===== src/rtl/bfly_pair_addsub_if.sv =====
// Lane-packed input/output bundle for the radix-2 butterfly add/sub stage.
// Lane i occupies bits [i*W +: W] of each real/imag bus.
interface bfly_pair_addsub_if #(
   parameter int IN_W  = 10,
   parameter int OUT_W = IN_W + 1,
   parameter int N     = 16
);
   logic                 din_valid;
   logic                 din_sof;
   logic [N*IN_W-1:0]    din_re;
   logic [N*IN_W-1:0]    din_im;
   logic                 dout_valid;
   logic                 dout_sel;
   logic [N*OUT_W-1:0]   dout_re;
   logic [N*OUT_W-1:0]   dout_im;
   logic                 err_orphan;

   modport master (
      output din_valid, din_sof, din_re, din_im,
      input  dout_valid, dout_sel, dout_re, dout_im, err_orphan
   );

   modport slave (
      input  din_valid, din_sof, din_re, din_im,
      output dout_valid, dout_sel, dout_re, dout_im, err_orphan
   );
endinterface


===== src/rtl/bfly_pair_addsub.sv =====
// Radix-2 butterfly add/subtract: holds vector A, emits A+B on B, then A-B the
// following cycle. Full-precision results, no backpressure.
module bfly_pair_addsub #(
   parameter int IN_W  = 10,
   parameter int OUT_W = IN_W + 1,
   parameter int N     = 16
) (
   input  logic                 clk,
   input  logic                 rstn,
   bfly_pair_addsub_if.slave    io
);

   typedef enum logic {S_A = 1'b0, S_B = 1'b1} state_t;

   state_t               state_q, state_d;
   logic [N*IN_W-1:0]    hold_re_q, hold_re_d;
   logic [N*IN_W-1:0]    hold_im_q, hold_im_d;
   logic [N*OUT_W-1:0]   diff_re_q, diff_re_d;
   logic [N*OUT_W-1:0]   diff_im_q, diff_im_d;
   logic                 diff_pend_q, diff_pend_d;
   logic                 dout_valid_q, dout_valid_d;
   logic                 dout_sel_q, dout_sel_d;
   logic [N*OUT_W-1:0]   dout_re_q, dout_re_d;
   logic [N*OUT_W-1:0]   dout_im_q, dout_im_d;
   logic                 err_q, err_d;
   logic                 take_b;

   logic [N*OUT_W-1:0]   sum_re, sum_im, dif_re, dif_im;

   function automatic logic signed [OUT_W-1:0] sext(input logic signed [IN_W-1:0] x);
      return {{(OUT_W-IN_W){x[IN_W-1]}}, x};
   endfunction

   function automatic logic signed [OUT_W-1:0] lane_add(input logic signed [IN_W-1:0] a,
                                                         input logic signed [IN_W-1:0] b);
      return sext(a) + sext(b);
   endfunction

   function automatic logic signed [OUT_W-1:0] lane_sub(input logic signed [IN_W-1:0] a,
                                                         input logic signed [IN_W-1:0] b);
      return sext(a) - sext(b);
   endfunction

   // Stage p0: per-lane butterfly of the held A against the incoming B
   for (genvar i = 0; i < N; i++) begin : g_lane
      assign sum_re[i*OUT_W +: OUT_W] = lane_add(hold_re_q[i*IN_W +: IN_W], io.din_re[i*IN_W +: IN_W]);
      assign sum_im[i*OUT_W +: OUT_W] = lane_add(hold_im_q[i*IN_W +: IN_W], io.din_im[i*IN_W +: IN_W]);
      assign dif_re[i*OUT_W +: OUT_W] = lane_sub(hold_re_q[i*IN_W +: IN_W], io.din_re[i*IN_W +: IN_W]);
      assign dif_im[i*OUT_W +: OUT_W] = lane_sub(hold_im_q[i*IN_W +: IN_W], io.din_im[i*IN_W +: IN_W]);
   end

   always_comb begin
      state_d   = state_q;
      hold_re_d = hold_re_q;
      hold_im_d = hold_im_q;
      err_d     = 1'b0;
      take_b    = 1'b0;
      case (state_q)
         S_A: begin
            if (io.din_valid) begin
               hold_re_d = io.din_re;
               hold_im_d = io.din_im;
               state_d   = S_B;
            end
         end
         S_B: begin
            if (io.din_valid) begin
               if (io.din_sof) begin
                  // A fresh start-of-frame replaces the stranded A
                  hold_re_d = io.din_re;
                  hold_im_d = io.din_im;
                  err_d     = 1'b1;
               end else begin
                  take_b  = 1'b1;
                  state_d = S_A;
               end
            end
         end
         default: state_d = S_A;
      endcase
   end

   // Output select: a new sum always wins; the pending diff drains the cycle after
   always_comb begin
      dout_valid_d = 1'b0;
      dout_sel_d   = dout_sel_q;
      dout_re_d    = dout_re_q;
      dout_im_d    = dout_im_q;
      diff_pend_d  = diff_pend_q;
      diff_re_d    = diff_re_q;
      diff_im_d    = diff_im_q;
      if (take_b) begin
         dout_valid_d = 1'b1;
         dout_sel_d   = 1'b0;
         dout_re_d    = sum_re;
         dout_im_d    = sum_im;
         diff_re_d    = dif_re;
         diff_im_d    = dif_im;
         diff_pend_d  = 1'b1;
      end else if (diff_pend_q) begin
         dout_valid_d = 1'b1;
         dout_sel_d   = 1'b1;
         dout_re_d    = diff_re_q;
         dout_im_d    = diff_im_q;
         diff_pend_d  = 1'b0;
      end
   end

   // Stage p1: registered outputs and buffers
   always_ff @(posedge clk or negedge rstn) begin
      if (!rstn) begin
         state_q      <= S_A;
         hold_re_q    <= '0;
         hold_im_q    <= '0;
         diff_re_q    <= '0;
         diff_im_q    <= '0;
         diff_pend_q  <= 1'b0;
         dout_valid_q <= 1'b0;
         dout_sel_q   <= 1'b0;
         dout_re_q    <= '0;
         dout_im_q    <= '0;
         err_q        <= 1'b0;
      end else begin
         state_q      <= state_d;
         hold_re_q    <= hold_re_d;
         hold_im_q    <= hold_im_d;
         diff_re_q    <= diff_re_d;
         diff_im_q    <= diff_im_d;
         diff_pend_q  <= diff_pend_d;
         dout_valid_q <= dout_valid_d;
         dout_sel_q   <= dout_sel_d;
         dout_re_q    <= dout_re_d;
         dout_im_q    <= dout_im_d;
         err_q        <= err_d;
      end
   end

   assign io.dout_valid = dout_valid_q;
   assign io.dout_sel   = dout_sel_q;
   assign io.dout_re    = dout_re_q;
   assign io.dout_im    = dout_im_q;
   assign io.err_orphan = err_q;

endmodule


===== src/flat_wrapper.sv =====
// flat-port wrapper written by rule: the top's interface ports become plain ports
module bfly_pair_addsub_flat 
#(
   parameter int IN_W  = 10,
   parameter int OUT_W = IN_W + 1,
   parameter int N     = 16
)
  (clk, rstn, io_din_valid, io_din_sof, io_din_re, io_din_im, io_dout_valid, io_dout_sel, io_dout_re, io_dout_im, io_err_orphan);
  bfly_pair_addsub_if #(.IN_W(IN_W), .OUT_W(OUT_W), .N(N)) io_i ();
  input  logic clk;
  input  logic rstn;
  input wire logic [$bits(io_i.din_valid)-1:0] io_din_valid;
  input wire logic [$bits(io_i.din_sof)-1:0] io_din_sof;
  input wire logic [$bits(io_i.din_re)-1:0] io_din_re;
  input wire logic [$bits(io_i.din_im)-1:0] io_din_im;
  output wire logic [$bits(io_i.dout_valid)-1:0] io_dout_valid;
  output wire logic [$bits(io_i.dout_sel)-1:0] io_dout_sel;
  output wire logic [$bits(io_i.dout_re)-1:0] io_dout_re;
  output wire logic [$bits(io_i.dout_im)-1:0] io_dout_im;
  output wire logic [$bits(io_i.err_orphan)-1:0] io_err_orphan;
  assign io_i.din_valid = io_din_valid;
  assign io_i.din_sof = io_din_sof;
  assign io_i.din_re = io_din_re;
  assign io_i.din_im = io_din_im;
  assign io_dout_valid = io_i.dout_valid;
  assign io_dout_sel = io_i.dout_sel;
  assign io_dout_re = io_i.dout_re;
  assign io_dout_im = io_i.dout_im;
  assign io_err_orphan = io_i.err_orphan;
  bfly_pair_addsub #(.IN_W(IN_W), .OUT_W(OUT_W), .N(N)) u_core (.clk(clk), .rstn(rstn), .io(io_i));
endmodule

===== config.mk =====
export PLATFORM = sky130hd
export DESIGN_NAME = bfly_pair_addsub_flat
export DESIGN_NICKNAME = d
export VERILOG_FILES = /design/src/rtl/bfly_pair_addsub_if.sv /design/src/rtl/bfly_pair_addsub.sv /design/src/flat_wrapper.sv
export SDC_FILE = /design/constraint.sdc
export NUM_CORES = 2
export LEC_CHECK = 0
export CAP_MARGIN = 0
export CORE_MARGIN = 4
export CORE_UTILIZATION = 55
export DETAILED_ROUTE_END_ITERATION = 7
export PLACE_DENSITY = 0.77
export RECOVER_POWER = 25
export SYNTH_ARGS = -nofsm -noshare
export SYNTH_HDL_FRONTEND = slang
export SYNTH_SLANG_ARGS = --single-unit

===== constraint.sdc =====
create_clock -name clk -period 5.34 [get_ports clk]
set_clock_uncertainty 0.15 [all_clocks]
set_input_delay 1.068 -clock clk [delete_from_list [all_inputs] [get_ports clk]]
set_output_delay 1.068 -clock clk [all_outputs]
set_load 0.05 [all_outputs]

==> summary.md <==
| Metric | Value |
|---|---|
| Outcome | complete, but fails checks |
| Failing checks | capacitance limit, slew limit |
| Buffer count from post-CTS setup fixing | 0 |
| Clk_lat worst skew | 710 ps |
| Period utilization | 66.88% |
| Reg clk slew, reported paths | 60 ps |
| Post-CTS Hold Buffers | 0 |
| Stages on worst setup path | 3 |
| Die H | 359.1 um |
| Vias/cell | 5.708 |
| Leakage | 0.03588 uW |
| Arr. time, crit path | 4260 ps |
| Reg-to-reg startpoint | u_core.hold_re_q[10] |
| CTS Root Cell | clkbuf_16 |
| EDFF count, synth | 0 |
| Post-synth top area share | 37.99% |
| First-pass GRT wire length | 304.4 mm |
| Max Cap Viol | 3 |
| DP HPWL | 139.2 mm |
| Critical path cell sequence | buf_8, clkbuf_1, buf_4 |
| Clock sinks | 1029 |
| Fin area | 0.07984 mm^2 |
| Met2 wire len | 89.02 mm |
| Ys flop type | dfrtp_1 |
| Setup TNS | 0 ps |
| Pre-antenna DRT Iters | 6 |
| Top cells by area, synth | dfrtp_1 (38%), ha_1 (12%), o21ai_0 (6.3%) |
| DRC | 0 |
| Leading area contributor after synthesis | dfrtp_1 |
| Clk buf depth | 3 |
| Rows | 128 |
| Ports | 679 |
| Post-detailed-routing wire length | 191.4 mm |
| WL per Instance | 19.45 um |
| Gr ovfl total | 0 |
| R2R depth | 10 |
| CP Max Fanout | 62 |
| Fin Hold WS | 179.0 ps |
| Nets@finish | 9101 |
| Post-synthesis compound-gate area fraction | 19.19% |
| Register area share after synthesis | 37.99% |
| Synth cell types | 70 |
| CP Buf/Inv Count | 3 |
| Placed cell areas | 0.07565 mm^2 |
| Register area | 0.02575 mm^2 |
| Multi-input gate area | 0.03789 mm^2 |
| Placer Congestion | 0.9164 |
| Total global-route track usage | 28.82% |
| Measured slew at the worst slew-check pin | 2764 ps |
| CP Launch Point | rstn |
| TritonCTS clock tree | done |
| Final min period | 3571 ps |
| Uppermost layer routed | met5 |
| Vias in the first global route | 55460 |
| Setup CP Type | in2async |
| Share of cells above drive strength 1 | 4.491% |
| CP required | 6030 ps |
| Synth Area per Inst | 8.895 um^2 |
| Unrepaired setup endpoints after global routing | false |
| Wire length on met3 | 12.00 mm |
| Worst hold path type | in2async |
| Fill cell count | 9972 |
| Cell Area, Synth | 0.06779 mm^2 |
| Total number of vias | 56150 |
| FMAX | 280.0 MHz |
| Post-synthesis xor/xnor area fraction | 4.664% |
| DR iter-0 viols | 4082 |
| PD cells | 450.6 mW/mm^2 |
| Synth Area in Adders | 13.70% |
| Critical Path Slowest Stage Cell | clkbuf_1 |
| CP delay by family, top | buffers and inverters |
| Worst setup EP type | asynchronous set/reset pin |
| Final setup violation count | 0 |
| Final Power | 35980 uW |
| Die width | 359.1 um |
| Syn Inst Count | 7621 |
| Num CTS Buffers | 116 |
| Register bit total from synthesis | 1029 |
| Largest family of logic cells by synthesized area | compound AO/OA/AOI/OAI gates |
| Largest net degree at the start of global routing | 169 |
| Initial core utilization | 55.55% |
| Peak supply drop | 403.7 uV |
| Slew Viols, Final | 128 |
| Antenna-violating nets left | 0 |
| Mapped Nets | 8649 |
| Crit path launch type | primary input |
| Port Buffer Count | 678 |
| R2R setup slack | 2630 ps |
| Area Growth Syn to Fin | 17.78% |
| Initial antenna violation count | 51 |
| Area of the die | 0.1289 mm^2 |
| Post-synthesis mux area share | 4.602% |
| Slew margin rel. | -84.28% |
| Simple-gate share of the synthesized area | 13.71% |
| Ys async rst share | 100.0% |
| CTS HTree Levels | 3 |
| Total core area | 0.1220 mm^2 |
| Yosys warning count | 0 |
| Final Hold Viols | 0 |
| Wl on met1 | 82.38 mm |
| Core Util, Final | 65.42% |
| Worst path max stage delay | 2000 ps |
| Post-CTS Resized | 0 |
==> power breakdown <==
group	switching [uW]	total [uW]	internal, uW
clock network	3410	8630	5220
logic	9710	15500	5750
registers	1770	11900	10100
total	14900	36000	21100
==> stage by stage <==
step           worst slack (ps)  instances
2_1_floorplan              2384       7621
3_3_place_gp               1502       9580
3_5_place_dp               1462       9580
4_1_cts                    1957       9797
5_1_grt                    1248       9828
6_report                   1769       9837
==> worst reg2reg max path, cell delays in order, from the launching register on <==
cell and delay, ps:
dfrtp_1 390, inv_1 70, ha_1 180, inv_1 60, fa_1 410, a21o_1 210, a21oi_1 300, o21bai_1 140
a2111oi_0 480, a21oi_1 100, o21ai_1 130
==> state kept, by name (all words and copies together), names as in the netlist <==
register	flops
u_core.diff_im_q	176
u_core.diff_pend_q	1
u_core.diff_re_q	176
u_core.hold_im_q	160
u_core.hold_re_q	160
u_core.io.dout_im	176
u_core.io.dout_re	176
u_core.io.dout_sel	1
u_core.io.dout_valid	1
u_core.io.err_orphan	1
u_core.state_q	1
==> placed cells by master (no fill, tap or decap), types with 21 or more instances in the layout <==
cell and n:
nor2b_1 226, nor3_1 234, clkbuf_8 21, nor4_1 52
mux2_2 77, xnor2_1 284, nand2_1 933, dfrtp_1 1028
fa_1 64, mux2i_1 225, a21o_1 53, clkdlybuf4s50_1 676
or3_1 31, a2111oi_0 24, o21a_1 87, clkinv_2 25
nand2b_1 98, a21oi_1 516, buf_12 26, clkbuf_1 29
xor2_1 77, a211oi_1 185, a31oi_1 113, clkbuf_16 120
o31a_1 26, a21boi_0 23, nand3_1 48, ha_1 640
o21ai_0 857, o31ai_1 65, o21bai_1 111, diode_2 40
nor2_1 261, and3_1 54, buf_4 29, o211ai_1 24
inv_1 625
==> kinds of logic after synthesis <==
kind of cell | Yosys count
AOI/OAI and AO/OA | 2181
and+or+nand+nor | 2006
buffers and inverters | 1038
DFF | 1029
adders and majority gates | 704
xor gates and xnor gates | 361
muxes | 302
==> worst paths after layout <==
kind / endpoint
worst min register to register: u_core.diff_re_q[142]
worst min-delay path: u_core.hold_im_q[4]
max in group clk: io_dout_im[64]
min in group clk: u_core.diff_re_q[142]
worst max register to register: u_core.diff_re_q[21]
worst max-delay path: u_core.io.dout_re[101]
==> synth_stat cells, types with 64 or more instances <==
master	instances
nor2b_1	226
buf_2	156
inv_1	626
dfrtp_1	1029
clkbuf_1	213
nand2_1	933
nor2_1	261
xnor2_1	284
o21bai_1	111
o21a_1	87
o31ai_1	65
ha_1	640
a31oi_1	113
a21oi_1	516
mux2_2	77
a211oi_1	185
o21ai_0	857
nor3_1	234
xor2_1	77
nand2b_1	99
fa_1	64
mux2i_1	225
==> layout make-up <==
type                       count  area share (%)
multi-input combinational   5554           47.46
sequential                  1029           32.26
tap                         1625           2.547
inverter                     633           2.985
timing repair buffer         739           9.459
antenna                       40          0.1254
clock inverter                53          0.9356
clock buffer                 164           4.231
==> metal layers <==
layer | up-vias | track usage, %
met5 | - | 0
li1 | 27150 | -
met4 | 18 | 11.32
met3 | 342 | 5.778
met2 | 1541 | 46.83
met1 | 27110 | 38.03
No activity file was read; power rests on OpenSTA's default activity.
